`src/rtl/seg_pkg.sv`:
```
// seg_pkg: active-low 7-segment codes {a,b,c,d,e,f,g} shared by the scan controller and decoder
package seg_pkg;

  typedef logic [6:0] seg_t;

  localparam seg_t SEG_BLANK = 7'h7F;

  localparam seg_t SEG_CODE [16] = '{
    7'h01, 7'h4F, 7'h12, 7'h06, 7'h4C, 7'h24, 7'h20, 7'h0F,
    7'h00, 7'h04, 7'h08, 7'h60, 7'h31, 7'h42, 7'h30, 7'h38
  };

endpackage

```
`src/rtl/hex7seg.sv`:
```
// hex7seg: combinational hex nibble to active-low 7-segment code
module hex7seg
  import seg_pkg::*;
(
  input  logic [3:0] hex,
  output logic [6:0] seg
);

  assign seg = SEG_CODE[hex];

endmodule

```
`src/rtl/digit_scan_ctrl.sv`:
```
// digit_scan_ctrl: multiplexed 8-digit hex display scanner; define LEADING_ZERO_BLANK_EN to blank leading zeros
module digit_scan_ctrl
  import seg_pkg::*;
#(
  parameter int CLK_DIV = 50000,
  parameter int DIGITS  = 8
) (
  input  logic        clk,
  input  logic        rst_n,
  input  logic        en,
  input  logic [31:0] data,
  input  logic [7:0]  blank_mask,
  output logic [2:0]  sel,
  output logic [6:0]  seg,
  output logic        tick
);

  localparam int             CW       = $clog2(CLK_DIV);
  localparam logic [CW-1:0]  LAST     = CW'(CLK_DIV - 1);
  localparam logic [2:0]     SEL_LAST = 3'(DIGITS - 1);

  logic [CW-1:0] cnt;
  logic [31:0]   sh_data, data_nxt;
  logic [7:0]    sh_mask, mask_nxt;
  logic          first, adv, wrap, blank;
  logic [2:0]    sel_nxt;
  logic [3:0]    nib;
  logic [6:0]    code;
`ifdef LEADING_ZERO_BLANK_EN
  logic [2:0]    hi;
`endif

  // next digit and next shadow are computed ahead so seg is registered in step with sel
  always_comb begin
    adv      = en && cnt == LAST;
    wrap     = adv && sel >= SEL_LAST;
    sel_nxt  = wrap ? 3'd0 : adv ? sel + 3'd1 : sel;
    data_nxt = (first || wrap) ? data : sh_data;
    mask_nxt = (first || wrap) ? blank_mask : sh_mask;
    nib      = data_nxt[4*sel_nxt +: 4];
    blank    = mask_nxt[sel_nxt];
`ifdef LEADING_ZERO_BLANK_EN
    hi = 3'd0;
    for (int i = 0; i < DIGITS; i++) hi = data_nxt[4*i +: 4] != 4'h0 ? 3'(i) : hi;
    blank = blank || sel_nxt > hi;
`endif
  end

  hex7seg u_hex (
    .hex(nib),
    .seg(code)
  );

  // prescaler, digit counter, frame shadow and registered segment output
  always_ff @(posedge clk) begin
    if (!rst_n) begin
      cnt     <= '0;
      sel     <= '0;
      tick    <= 1'b0;
      seg     <= SEG_BLANK;
      sh_data <= '0;
      sh_mask <= '0;
      first   <= 1'b1;
    end else begin
      cnt     <= en ? (cnt == LAST ? '0 : cnt + CW'(1)) : cnt;
      sel     <= sel_nxt;
      tick    <= adv;
      seg     <= blank ? SEG_BLANK : code;
      sh_data <= data_nxt;
      sh_mask <= mask_nxt;
      first   <= 1'b0;
    end
  end

endmodule

```
`config.mk`:
```
export PLATFORM = sky130hd
export DESIGN_NAME = digit_scan_ctrl
export DESIGN_NICKNAME = d
export VERILOG_FILES = /design/src/rtl/seg_pkg.sv /design/src/rtl/hex7seg.sv /design/src/rtl/digit_scan_ctrl.sv
export SDC_FILE = /design/constraint.sdc
export NUM_CORES = 1
export LEC_CHECK = 0
export BUFFER_PORTS_ARGS = -buffer_cell sky130_fd_sc_hd__buf_2
export CORE_AREA = 2 2 84 86
export CTS_CLUSTER_DIAMETER = 40
export DETAILED_ROUTE_END_ITERATION = 8
export DIE_AREA = 0 0 86 88
export GPL_ROUTABILITY_DRIVEN = 0
export PLACE_DENSITY = 0.73
export SYNTH_ARGS = -nofsm -noshare
export SYNTH_HDL_FRONTEND = slang
export SYNTH_SLANG_ARGS = --single-unit
```
`constraint.sdc`:
```
create_clock -name clk -period 7.05 [get_ports clk]
set_input_delay 1.0575 -clock clk [delete_from_list [all_inputs] [get_ports clk]]
set_output_delay 1.0575 -clock clk [all_outputs]
set_load 0.02 [all_outputs]
```
* Word-level counts from Yosys, hierarchy flattened
Memory sizes are Yosys's and may differ from the RTL's. A register that Yosys moved wholly into a read port is not among the register bits.
Cells that the tools add are included.
** Operators by class
- Magnitude comparators :: 2
- Bitwise logic cells :: 2
- Multipliers :: 0
- Reduce and logical (&&, ||, !) cells :: 4
- Shift-type cells :: 1
- Div/mod/pow operators :: 0
- Add/subtract/negate cells :: 2
- Eq/ne operators :: 1
- Mux-type cells :: 8
** Operators by type and width (count)
- $mux W32 :: 1
- $shiftx A32 B6 Y4 :: 1
- $add A16 B1 Y16 const B :: 1
- $eq A16 B16 Y1 const B :: 1
- $mux W16 :: 1
- $mux W8 :: 1
- $mux W3 :: 2
- $not A4 Y5 :: 1
- $lt A3 B4 Y1 const B :: 1
- $add A3 B1 Y3 const B :: 1
- $bmux W1 S3 :: 1
- $ge A3 B3 Y1 const B :: 1
- $logic_and A1 B1 Y1 :: 2
- $mux W1 :: 2
- $reduce_or A2 Y1 :: 1
- $logic_or A1 B1 Y1 :: 1
- $not A1 Y1 :: 1
** Storage, ports and cells
- Output and inout port bits :: 11
- Word-level logic and storage cells :: 27
- Input bits :: 43
- Bits in latches :: 0
- Memories :: 1
- Memory bits (read-only) :: 112
- Register bits :: 61
- RAM bits :: 0
** Memory list
- (name not given) :: words 16, bits a word 7, rd ports 1, clocked after Yosys merged registers in 1, write ports 0, line hex7seg.sv:9 : assign seg = SEG_CODE[hex];

* Logic depth before layout (Yosys ltp)
Gate-level depths: netlist of the first run.
- Depth in word-level cells :: 8
- Depth in mapped cells :: 17
- Mapped depth without buffers :: 13

* Hierarchy
Synthesis of the first run repeated with hierarchy kept, for this count alone.
** Unflattened totals
- Cells, all modules :: 381
- Area total of the unflattened synthesis :: 3439.5 um^2
** Modules (own cells, without submodules)
- digit_scan_ctrl :: cells each 350, area each 3176.8 um^2, times used 1
- hex7seg :: cells each 31, area each 262.8 um^2, times used 1

* Least setup slack after synthesis of the first run
OpenSTA, ideal clock, no wires.
- Path type :: input to register
- Start point :: in en
- End point :: reg seg[3]
- Path slack :: 3359 ps
- Data required time :: 6914 ps
- Setup time :: 136 ps
- Arrival time :: 3555 ps
- Cell stages on the path :: 13
- Buffers on the path :: 3
- Path through :: and4_1 > buf_2 > and4_2 > mux2_4 > buf_4 > buf_2 > mux4_2 > nand2_1 > o211ai_1 > ha_1 > or2_2 > a21oi_1 > o21ai_1
** On the way
- Word-level cells in the longest chain between the ends :: 7
- Elaborated cells between the ends (all ways) :: 12
- Those cells by class :: shift (1); mux (6); bitwise (1); reduce/logical (4)
** Ends and longest elaborated chain
- start, declared :: line digit_scan_ctrl.sv:10 : input logic en,
- $logic_and A1 B1 Y1 (*) :: line digit_scan_ctrl.sv:35 : adv = en && cnt == LAST;
- parallel branches: the longest is 6 deep, another holds $mux W32
- end, declared :: line digit_scan_ctrl.sv:14 : output logic [6:0] seg,
Every way passes the cells marked *. The select of a mux whose other input is x is not followed.
A chain may end at the register's enable or synchronous reset.

* Worst setup path after layout of the first run
- Start point :: reg sel[1]
- End point :: reg seg[3]
** On the way
- Word-level cells in the longest chain between the ends :: 7
- Elaborated cells between the ends (all ways) :: 13
- Those cells by class :: add/sub (1); order compare (1); shift (1); mux (6); bitwise (1); reduce/logical (3)
** Ends and longest elaborated chain
- start, declared :: line digit_scan_ctrl.sv:13 : output logic [2:0] sel,
- start signal, assigned :: line digit_scan_ctrl.sv:66 : sel <= sel_nxt;
- parallel branches: the longest is 7 deep, another holds $add A3 B1 Y3
Several ways; the timed one is not identified. The select of a mux whose other input is x is not followed.

==> results.md, run 1 <==
* First-pass GRT wire length at around 12,000 µm
* Crit-path max FO at 27
* Synth cell count leaders: dfxtp_1 (68), nand2_1 (62), nor2_1 (55), mux2i_1 (39), a21oi_1 (20)
* Relative slew margins at between 10% and 20%
* Clk sinks at 68
* Internal power at 749 µW
* Sw Share at a little over a fifth
* Antenna diode count at 0
* Core Rows at 30
* Largest net degree at the start of global routing at between 40 and 50
* Critical Path Start Type: register
* Largest family of logic cells by synthesized area: simple AND/OR/NAND/NOR gates
* Worst path cell trace: ha_1 > ha_1 > a31oi_1 > o21ba_2 > buf_4 > mux2i_1 > nand2_1 > a32oi_1 > o211ai_1 > ha_1 > or2_2 > a21oi_1 > o21ai_1
* Syn-to-layout area delta at 16.0%
* Clk pwr share at 47.5%
* Initial antenna violation count at 0
* Post-synth top area cell: dfxtp_1
* EDFF count, synth at 0
* Slowest stage delay, CP at roughly 0.7 ns
* Tcrit/Tclk final at around three fifths
* Die area at between 7000 and 8000 µm²
* Post-synthesis cell type count at between 50 and 60
* Yosys top cell area share at between 40% and 50%
* Core area at about 6600 µm²
* Family with the most delay on the worst path: compound AO/OA/AOI/OAI gates
* Maxcap violations at 0
* Port buffer count at 53
* CP bufs+invs at 1
* Required time worst endpoint at about 7.3 ns
* Hold_buf cts at 0
* Top-count cell post-synth: dfxtp_1
* H-tree Lvls at 3
* Syn_area_per_cell at 8.95 µm²
* Leakage at about 1.7 nW
* CP endpoint kind: register
* Number of synthesis warnings at 0
* Gr ovfl total at 0
* Compound-Gate Fraction of Synth Area at roughly a tenth
* Ranking of synthesized cells by area: dfxtp_1 (40%), mux2i_1 (12%), nand2_1 (6.9%)
* Final Max Slew Viols at 0
* Synth Area in XOR/XNOR at 3.89%
* Gate power share at 9.9%
* Global-route usage over all layers at between 10% and 20%
* Vert. Die Dim at a little under 90 µm
* DRT iter0 DRCs at 184
* VDD IR-drop max at 0.156 mV
* Status: completed
* HP Class: register to register
* Syn nets at 429
* Sw power at 211 µW
* Number of global-route vias before repair at roughly 2,400
* CP max-delay cell: o21ba_2
* WS Path Type: register to register
* Critical path's most frequent cell: ha_1
* Clock transition at path regs at 0.07 ns
* Die W at 86 µm
* TritonCTS Buffers at 9
* RSZ-0062 raised after global routing: false
* Post-Route Skew at 0.00734 ns
* Routed len/inst at approximately 14 µm
* # Post-CTS Setup Buffers at 0
* Yosys reg bits at 68
* Post-CTS sizing at 0
* Worst skew pair latency at 0.35 ns
* Mapped Cells at about 380
* Ys flop type: dfxtp_1
* WL final at roughly 7100 µm
* # setup viols final at 0
* Root Driver: clkbuf_8
* Vias post-DR at between 2,000 and 3,000
* Simple-gate share of the synthesized area at a little under a quarter
* Ports at 54
* Drt pass-1 iters at 4
* WP data arrival at approximately 4.4 ns
* Seq/Total Area, Yosys at between 40 and 50%
* Post-detail-place hpwl at between 4000 and 5000 µm
* Mux contribution to synthesized area at about 14%
* CTS Buffer Depth at 2
* Drt drc at 0
* Design Area, Final at slightly below 4000 µm²
* Total power at ~960 µW
* Share of layout cells above drive strength 1 at approximately a fifth
* Post-Synth Adder-Cell Area at between 3 and 4%
* Slew of the pin with the lowest slew margin at roughly 1.3 ns
* CTS tree: built
* Final ANT Viol Nets at 0
* Final Hold Vio Count at 0
* Worst hold-check slack at 0.451 ns
* Power density over cell area at 245 nW/µm²
* Sequential power share at 42.6%
* Setup tns final at 0 ns
* Netlist Area Pre-Place at approximately 3400 µm²
* Placed cell area at 3630 µm²
* Initial Utilization at 50.8%
* Nets@finish at ~480
* Vias/cell at ~5.5
* Min Tclk post-route at 4.17 ns
* Async SR Flop Fraction at 0%
* Max Fclk at between 200 and 250 MHz
## state kept, by name, summed over array words and instances, names as in the netlist
signal,cells
first,1
sh_data,32
sh_mask,8
sel,3
cnt,16
tick,1
seg,7
## area by class of cell
class	count	area, µm²
repair buffers	55	280
fillers	602	2730
well taps	80	100
clock inverters	7	163
clock buffers	9	124
multi-input cells	286	1870
flip-flops and latches	68	1360
inverters	4	15.0
## kinds of logic (layout without fill, tap and decap cells)
kind of cell,count (synthesis),after routing
xor gates and xnor gates,15,15
AOI/OAI and AO/OA,55,55
DFF,68,68
muxes,43,43
and+or+nand+nor,164,164
adders and majority gates,9,9
buffers and inverters,23,75
## placed cells by master (no fill, tap or decap), types with 5 or more instances in the layout
| master | instances |
|---|---|
| nand2_1 | 62 |
| dfxtp_1 | 68 |
| mux2i_1 | 39 |
| nand3_1 | 11 |
| ha_1 | 9 |
| bufinv_16 | 5 |
| nand2b_1 | 5 |
| a21oi_1 | 20 |
| xor2_1 | 11 |
| nor2_1 | 55 |
| clkbuf_8 | 9 |
| buf_2 | 53 |
## worst reg2reg max path: cells and delay by family (launching register included)
family	cells	cell delay, ns
multiplexers	1	0.28
AO/OA/AOI/OAI	6	1.83
flip-flops	1	0.38
adder cells (fa/ha/maj)	3	0.73
AND/OR/NAND/NOR	2	0.39
buffers and inverters	1	0.42
## metrics by stage
stage | utilization [%] | setup slack (ns) | cells
floorplan | - | 3.36 | 377
CTS | 58.9 | 2.90 | 509
finish | 58.9 | 2.88 | 509
detailed placement | 54.6 | 2.61 | 493
global route | 58.9 | 2.60 | 509
global placement | 54.6 | 2.58 | 493
## worst paths after layout
check | cells after the start | end | slack [ns] | from
max | 13 | seg[3] | 2.88 | sel[1]
min | 2 | sh_data[27] | 0.45 | sh_data[27]
max reg2reg | 13 | seg[3] | 2.88 | sel[1]
min reg2reg | 2 | sh_data[27] | 0.45 | sh_data[27]
## power by group through the flow
stage | Clock [mW] | Combinational [mW] | Sequential, mW
floorplan | 0 | 0.0610 | 0.422
global placement | 0 | 0.0918 | 0.417
detailed placement | 0 | 0.0931 | 0.418
CTS | 0.463 | 0.0940 | 0.409
global route | 0.479 | 0.105 | 0.411
finish | 0.456 | 0.0945 | 0.409
## per-layer routing
| layer | wire length [µm] | up-vias | track usage [%] |
|---|---|---|---|
| li1 | - | 1408 | - |
| met1 | 3500 | 1281 | 28.1 |
| met2 | 3070 | 80 | 28.5 |
| met3 | 432 | 11 | 3.86 |
| met4 | 122 | 0 | 9.96 |
| met5 | 0 | - | 0 |
(Power assumes the default switching activity.)
==> run 2, diff against run 1 <==
==> constraint.sdc (replaced) <==
create_clock -name clk -period 4.13 [get_ports clk]
set_input_delay 0.6195 -clock clk [delete_from_list [all_inputs] [get_ports clk]]
set_output_delay 0.6195 -clock clk [all_outputs]
set_load 0.02 [all_outputs]
==> results.md, run 2 (synthesized netlist as in run 1, its figures left out) <==
* Nets@finish at 480
* Routed len/inst at 14.3 µm
* Vias post-DR at around 2,800
* WP data arrival at a little under 4 ns
* Final ANT Viol Nets at 0
* Slew of the pin with the lowest slew margin at just under 0.8 ns
* Vias/cell at roughly 5.5
* Most frequent cells in the layout: dfxtp_1 (68), nand2_1 (62), nor2_1 (55)
* WL final at ~7300 µm
* Vert. Die Dim at between 80 and 90 µm
* HP Class: register to register
* Reg with most FFs: sh_data
* CTS Buffer Depth at 2
* Largest net degree at the start of global routing at between 40 and 50
* Critical Path Start Type: register
* # Post-CTS Setup Buffers at 0
* # setup viols final at 0
* Leakage at approximately 1.7 nW
* Critical path's most frequent cell: ha_1
* Hold path depth at 2
* Initial Utilization at around half
* Reg-to-reg setup timing slack at 0.37 ns
* CP bufs+invs at 1
* Final Max Slew Viols at 0
* Die W at 86 µm
* Post-Route Skew at ~0.014 ns
* TritonCTS Buffers at 9
* Core area at about 6600 µm²
* Crit path depth at 13
* Reg area at about 1400 µm²
* Multi-input gate area at roughly 1900 µm²
* Tcrit/Tclk final at about nine tenths
* Hold_buf cts at 0
* CTS tree: built
* Post-CTS sizing at 0
* Fill cells at just under 600
* First-pass GRT wire length at 12,100 µm
* Ports at 54
* Commonest non-fill, non-tap cell in the layout: dfxtp_1
* Largest register FFs at 32
* Port buffer count at 53
* Initial antenna violation count at 0
* Clk sinks at 68
* VDD IR-drop max at roughly 0.25 mV
* Root Driver: clkbuf_8
* Drt drc at 0
* Worst skew pair latency at 0.35 ns
* Global-route usage over all layers at approximately 20%
* Share of layout cells above drive strength 1 at 20.6%
* Design Area, Final at between 3000 and 4000 µm²
* Max Fclk at about 270 MHz
* Core Rows at 30
* Syn-to-layout area delta at 15.9%
* Relative slew margins at 48.6%
* Antenna diode count at 0
* Final Hold Vio Count at 0
* Post-detail-place hpwl at 5230 µm
* CP endpoint kind: register
* Slowest stage delay, CP at ~0.55 ns
* Top flop regs: sh_data x32, cnt x16, sh_mask x8
* Die area at 7570 µm²
* Crit-path max FO at 16
* CP max-delay cell: o21ba_2
* Setup tns final at 0 ns
* Placed cell area at between 3000 and 4000 µm²
* Status: completed
* Required time worst endpoint at between 4 and 5 ns
* Maxcap violations at 0
* Power density over cell area at 387 nW/µm²
* Reg2reg path depth at 13
* Worst path cell trace: ha_1 > ha_1 > a31oi_1 > o21ba_2 > buf_4 > mux2i_1 > mux2i_1 > a32oi_1 > o211ai_1 > ha_1 > or2_2 > a21oi_1 > o21ai_1
* Min Tclk post-route at 3.76 ns
* RSZ-0062 raised after global routing: false
* Drt pass-1 iters at 4
* Family with the most delay on the worst path: compound AO/OA/AOI/OAI gates
* Number of global-route vias before repair at 2,557
* WS Path Type: register to register
* Final Util at about 60%
* DRT iter0 DRCs at a little over 100
* H-tree Lvls at 3
* Gr ovfl total at 0
* Clock transition at path regs at approximately 0.070 ns
-- run 2: changes by cell type in the layout (fill, tap and decap cells not counted), sizes merged --
| cell | change |
|---|---|
| buf | +4 |
| bufinv | -2 |
| clkbuf | +1 |
| clkinv | +2 |
| clkinvlp | -1 |
-- run 2: final cells by class --
type | instances | share of cell area (%)
repair buffers | 59 | 8.25
flip-flops and latches | 68 | 34.8
clock inverters | 6 | 2.88
clock buffers | 10 | 3.26
inverters | 4 | 0.384
well taps | 80 | 2.56
multi-input cells | 286 | 47.9
-- run 2: layer usage --
metal  global-route usage [%]  share of wire (%)  up-vias
met5                        0                  0        -
met4                     9.24                1.8        0
met3                     5.09                5.9       10
met2                     30.0                 44       73
met1                     28.5                 48     1303
li1                         -                  -     1412
-- run 2: worst min-delay path, cell delays in order (launching register included) --
cell and delay (ns):
dfxtp_1 0.31, nand2_1 0.05, a21oi_1 0.05
-- run 2: path summary, 6_finish.rpt --
check	start	to
max	sel[1]	seg[3]
min reg2reg	sh_data[25]	sh_data[25]
min	sh_data[25]	sh_data[25]
max reg2reg	sel[1]	seg[3]
-- run 2: metrics by stage --
| step | cells | hold WS, ns | power [mW] | worst slack, ns |
|---|---|---|---|---|
| floorplan | 377 | 0.429 | 0.824 | 0.797 |
| global placement | 497 | 0.435 | 0.874 | 0.551 |
| detailed placement | 497 | 0.444 | 0.877 | 0.422 |
| CTS | 513 | 0.454 | 1.53 | 0.398 |
| global route | 513 | 0.472 | 1.59 | 0.0984 |
| finish | 513 | 0.452 | 1.52 | 0.372 |
-- run 2: where the power goes --
part	switching (mW)	internal [mW]
Clock	0.250	0.402
Combinational	0.0936	0.0714
Sequential	0.0112	0.687
Total	0.354	1.16
==> run 3, diff against run 2 <==
--- a/config.mk
+++ b/config.mk
@@ -5,13 +5,16 @@
 export SDC_FILE = /design/constraint.sdc
 export NUM_CORES = 1
 export LEC_CHECK = 0
+export ABC_AREA = 1
 export BUFFER_PORTS_ARGS = -buffer_cell sky130_fd_sc_hd__buf_2
-export CORE_AREA = 2 2 84 86
+export CELL_PAD_IN_SITES_DETAIL_PLACEMENT = 1
+export CELL_PAD_IN_SITES_GLOBAL_PLACEMENT = 1
+export CORE_AREA = 2 2 96 98
 export CTS_CLUSTER_DIAMETER = 40
 export DETAILED_ROUTE_END_ITERATION = 8
-export DIE_AREA = 0 0 86 88
+export DIE_AREA = 0 0 98 100
 export GPL_ROUTABILITY_DRIVEN = 0
-export PLACE_DENSITY = 0.73
+export PLACE_DENSITY_LB_ADDON = 0.1
 export SYNTH_ARGS = -nofsm -noshare
 export SYNTH_HDL_FRONTEND = slang
 export SYNTH_SLANG_ARGS = --single-unit
==> results.md, run 3 <==
* Slew of the pin with the lowest slew margin at just over 0.6 ns
* # Post-CTS Setup Buffers at 0
* Vert. Die Dim at 100 µm
* Post-synth top area cell: dfxtp_1
* Simple-gate share of the synthesized area at 38.3%
* Syn nets at 539
* Async SR Flop Fraction at 0%
* DR WL met3 at about 310 µm
* Worst path cell trace: ha_1 > nand2_1 > inv_1 > nand2_1 > nor2_2 > nand3_4 > nand2_4 > nand2_1 > o21ai_0 > nand2_1 > nand3_1 > nand3_1 > nand2_1 > inv_2 > ha_1 > nand3_1 > nor2_1 > nor2_2 > nand2_1
* Final ANT Viol Nets at 0
* WS Path Type: register to register
* Max Fclk at roughly 300 MHz
* Clk pwr share at 39.8%
* Synth Area in XOR/XNOR at less than 1%
* Min Tclk post-route at ~3.3 ns
* Hold_sp: cnt[15]
* Status: completed
* Initial Utilization at 38.2%
* Core area at between 8000 and 9000 µm²
* Placed cell count at 635
* Most frequent cells in the layout: nand2_1 (106), nand3_1 (92), dfxtp_1 (68)
* Ys flop type: dfxtp_1
* RSZ-0062 raised after global routing: false
* Vias post-DR at roughly 3,300
* Seq/Total Area, Yosys at 40.1%
* Top routing layer in use: met4
* Largest register FFs at 32
* DRT iter0 DRCs at 141
* Post-synthesis cell type count at 29
* Fill cells at approximately 1,200
* Largest family of logic cells by synthesized area: simple AND/OR/NAND/NOR gates
* CTS Buffer Depth at 2
* First-pass GRT wire length at 16,000 µm
* Top-count cell post-synth: nand2_1
* Top flop regs: sh_data x32, cnt x16, sh_mask x8
* Largest net degree at the start of global routing at 59
* Design Area, Final at around 3900 µm²
* WL final at 9320 µm
* Post-detail-place hpwl at between 6000 and 7000 µm
* Mux contribution to synthesized area at 0%
* Power density over cell area at 367 nW/µm²
* Internal power at ~1.1 mW
* Final Max Slew Viols at 0
* Maxcap violations at 0
* Crit-path max FO at between 50 and 60
* Critical path's most frequent cell: nand2_1
* Gate power share at a little under an eighth
* Final Util at 44.0%
* Tcrit/Tclk final at 80.9%
* Hold_buf cts at 0
* Vias/cell at 5.09
* Global-route usage over all layers at 20.1%
* Critical Path Start Type: register
* Antenna diode count at 0
* CP endpoint kind: register
* Die W at a little under 100 µm
* Ranking of synthesized cells by area: dfxtp_1 (40%), nand3_1 (14%), nand2_1 (12%)
* R2R Path Start: cnt[0]
* Synth cell count leaders: nand2_1 (106), nand3_1 (92), dfxtp_1 (68), inv_1 (47), nor2_1 (47)
* Metal2 WL at about 4300 µm
* Ports at between 50 and 60
* Clock transition at path regs at 0.08 ns
* Sw Share at between 20% and 30%
* # setup viols final at 0
* Relative slew margins at 59.2%
* Routed len/inst at 14.3 µm
* Gr ovfl total at 0
* Worst skew pair latency at between 0.3 and 0.4 ns
* Post-CTS sizing at 0
* Sequential power share at between 40 and 50%
* HP Class: register to register
* Required time worst endpoint at ~4.4 ns
* Share of layout cells above drive strength 1 at 19.3%
* Commonest non-fill, non-tap cell in the layout: nand2_1
* EDFF count, synth at 0
* Netlist Area Pre-Place at around 3400 µm²
* Syn-to-layout area delta at 15.1%
* Layout Cells excl Fill at around 650
* Root Driver: clkbuf_8
* Number of global-route vias before repair at between 3,000 and 4,000
* Reg with most FFs: sh_data
* Die area at ~10000 µm²
* Post-Synth Adder-Cell Area at 3.32%
* WP data arrival at around 3.6 ns
* Post-Route Skew at 0.0120 ns
* Number of synthesis warnings at 0
* Total power at 1.44 mW
* Yosys reg bits at just under 70
* TritonCTS Buffers at 9
* Drt pass-1 iters at 4
* H-tree Lvls at 3
* Final Hold Vio Count at 0
* Compound-Gate Fraction of Synth Area at 8.59%
* Clk sinks at 68
* Sw power at 376 µW
* Slowest stage delay, CP at 0.58 ns
* Metal-1 WL at 4570 µm
* Drt drc at 0
* Placed cell area at roughly 3700 µm²
* Mapped Cells at a little under 500
* CP max-delay cell: nand2_4
* CP bufs+invs at 2
* VDD IR-drop max at between 0.15 and 0.2 mV
* Setup tns final at 0 ns
* Yosys top cell area share at about 40%
* Nets@finish at roughly 590
* CTS tree: built
* Core Rows at 35
* Family with the most delay on the worst path: simple AND/OR/NAND/NOR gates
* CP Launch Point: cnt[0]
* Leakage at ~1.8 nW
* Initial antenna violation count at 0
* Port buffer count at 53
* Syn_area_per_cell at 6.97 µm²
## run 3: logic make-up (layout without fill, tap and decap cells)
kind of cell	count (synthesis)	after routing
flops	68	68
xor+xnor	1	1
compound gates	56	56
fa+ha+maj	9	9
buf+inv	73	126
simple gates	280	280
## run 3: stage by stage
| step | setup slack [ns] | hold WS [ns] |
|---|---|---|
| global placement | 0.861 | 0.434 |
| CTS | 0.757 | 0.473 |
| finish | 0.787 | 0.476 |
| floorplan | 1.62 | 0.422 |
| detailed placement | 0.723 | 0.458 |
| global route | 0.330 | 0.485 |
## run 3: path summary, 6_finish.rpt
kind	endpoint	slack [ns]	cells after the start
max	seg[6]	0.79	19
min	cnt[15]	0.48	1
max reg2reg	seg[6]	0.79	19
min reg2reg	cnt[15]	0.48	1
## run 3: final cells by class
cell class	count	area [µm²]	area share (%)
clock buffer	12	155	3.97
tap	111	139	3.55
inverter	53	199	5.09
clock inverter	4	47.5	1.22
sequential	68	1360	34.8
timing repair buffer	57	295	7.55
multi-input combinational	346	1710	43.8
## run 3: routing by layer
metal	global-route usage (%)	vias up
li1	-	1669
met1	27.5	1570
met2	31.6	61
met3	3.48	12
met4	8.12	0
met5	0	-
## run 3: power by group through the flow
| stage | registers, mW | clock network [mW] | logic [mW] |
|---|---|---|---|
| floorplan | 0.718 | 0 | 0.109 |
| global placement | 0.711 | 0 | 0.164 |
| detailed placement | 0.712 | 0 | 0.168 |
| CTS | 0.697 | 0.586 | 0.169 |
| global route | 0.700 | 0.618 | 0.192 |
| finish | 0.696 | 0.571 | 0.168 |
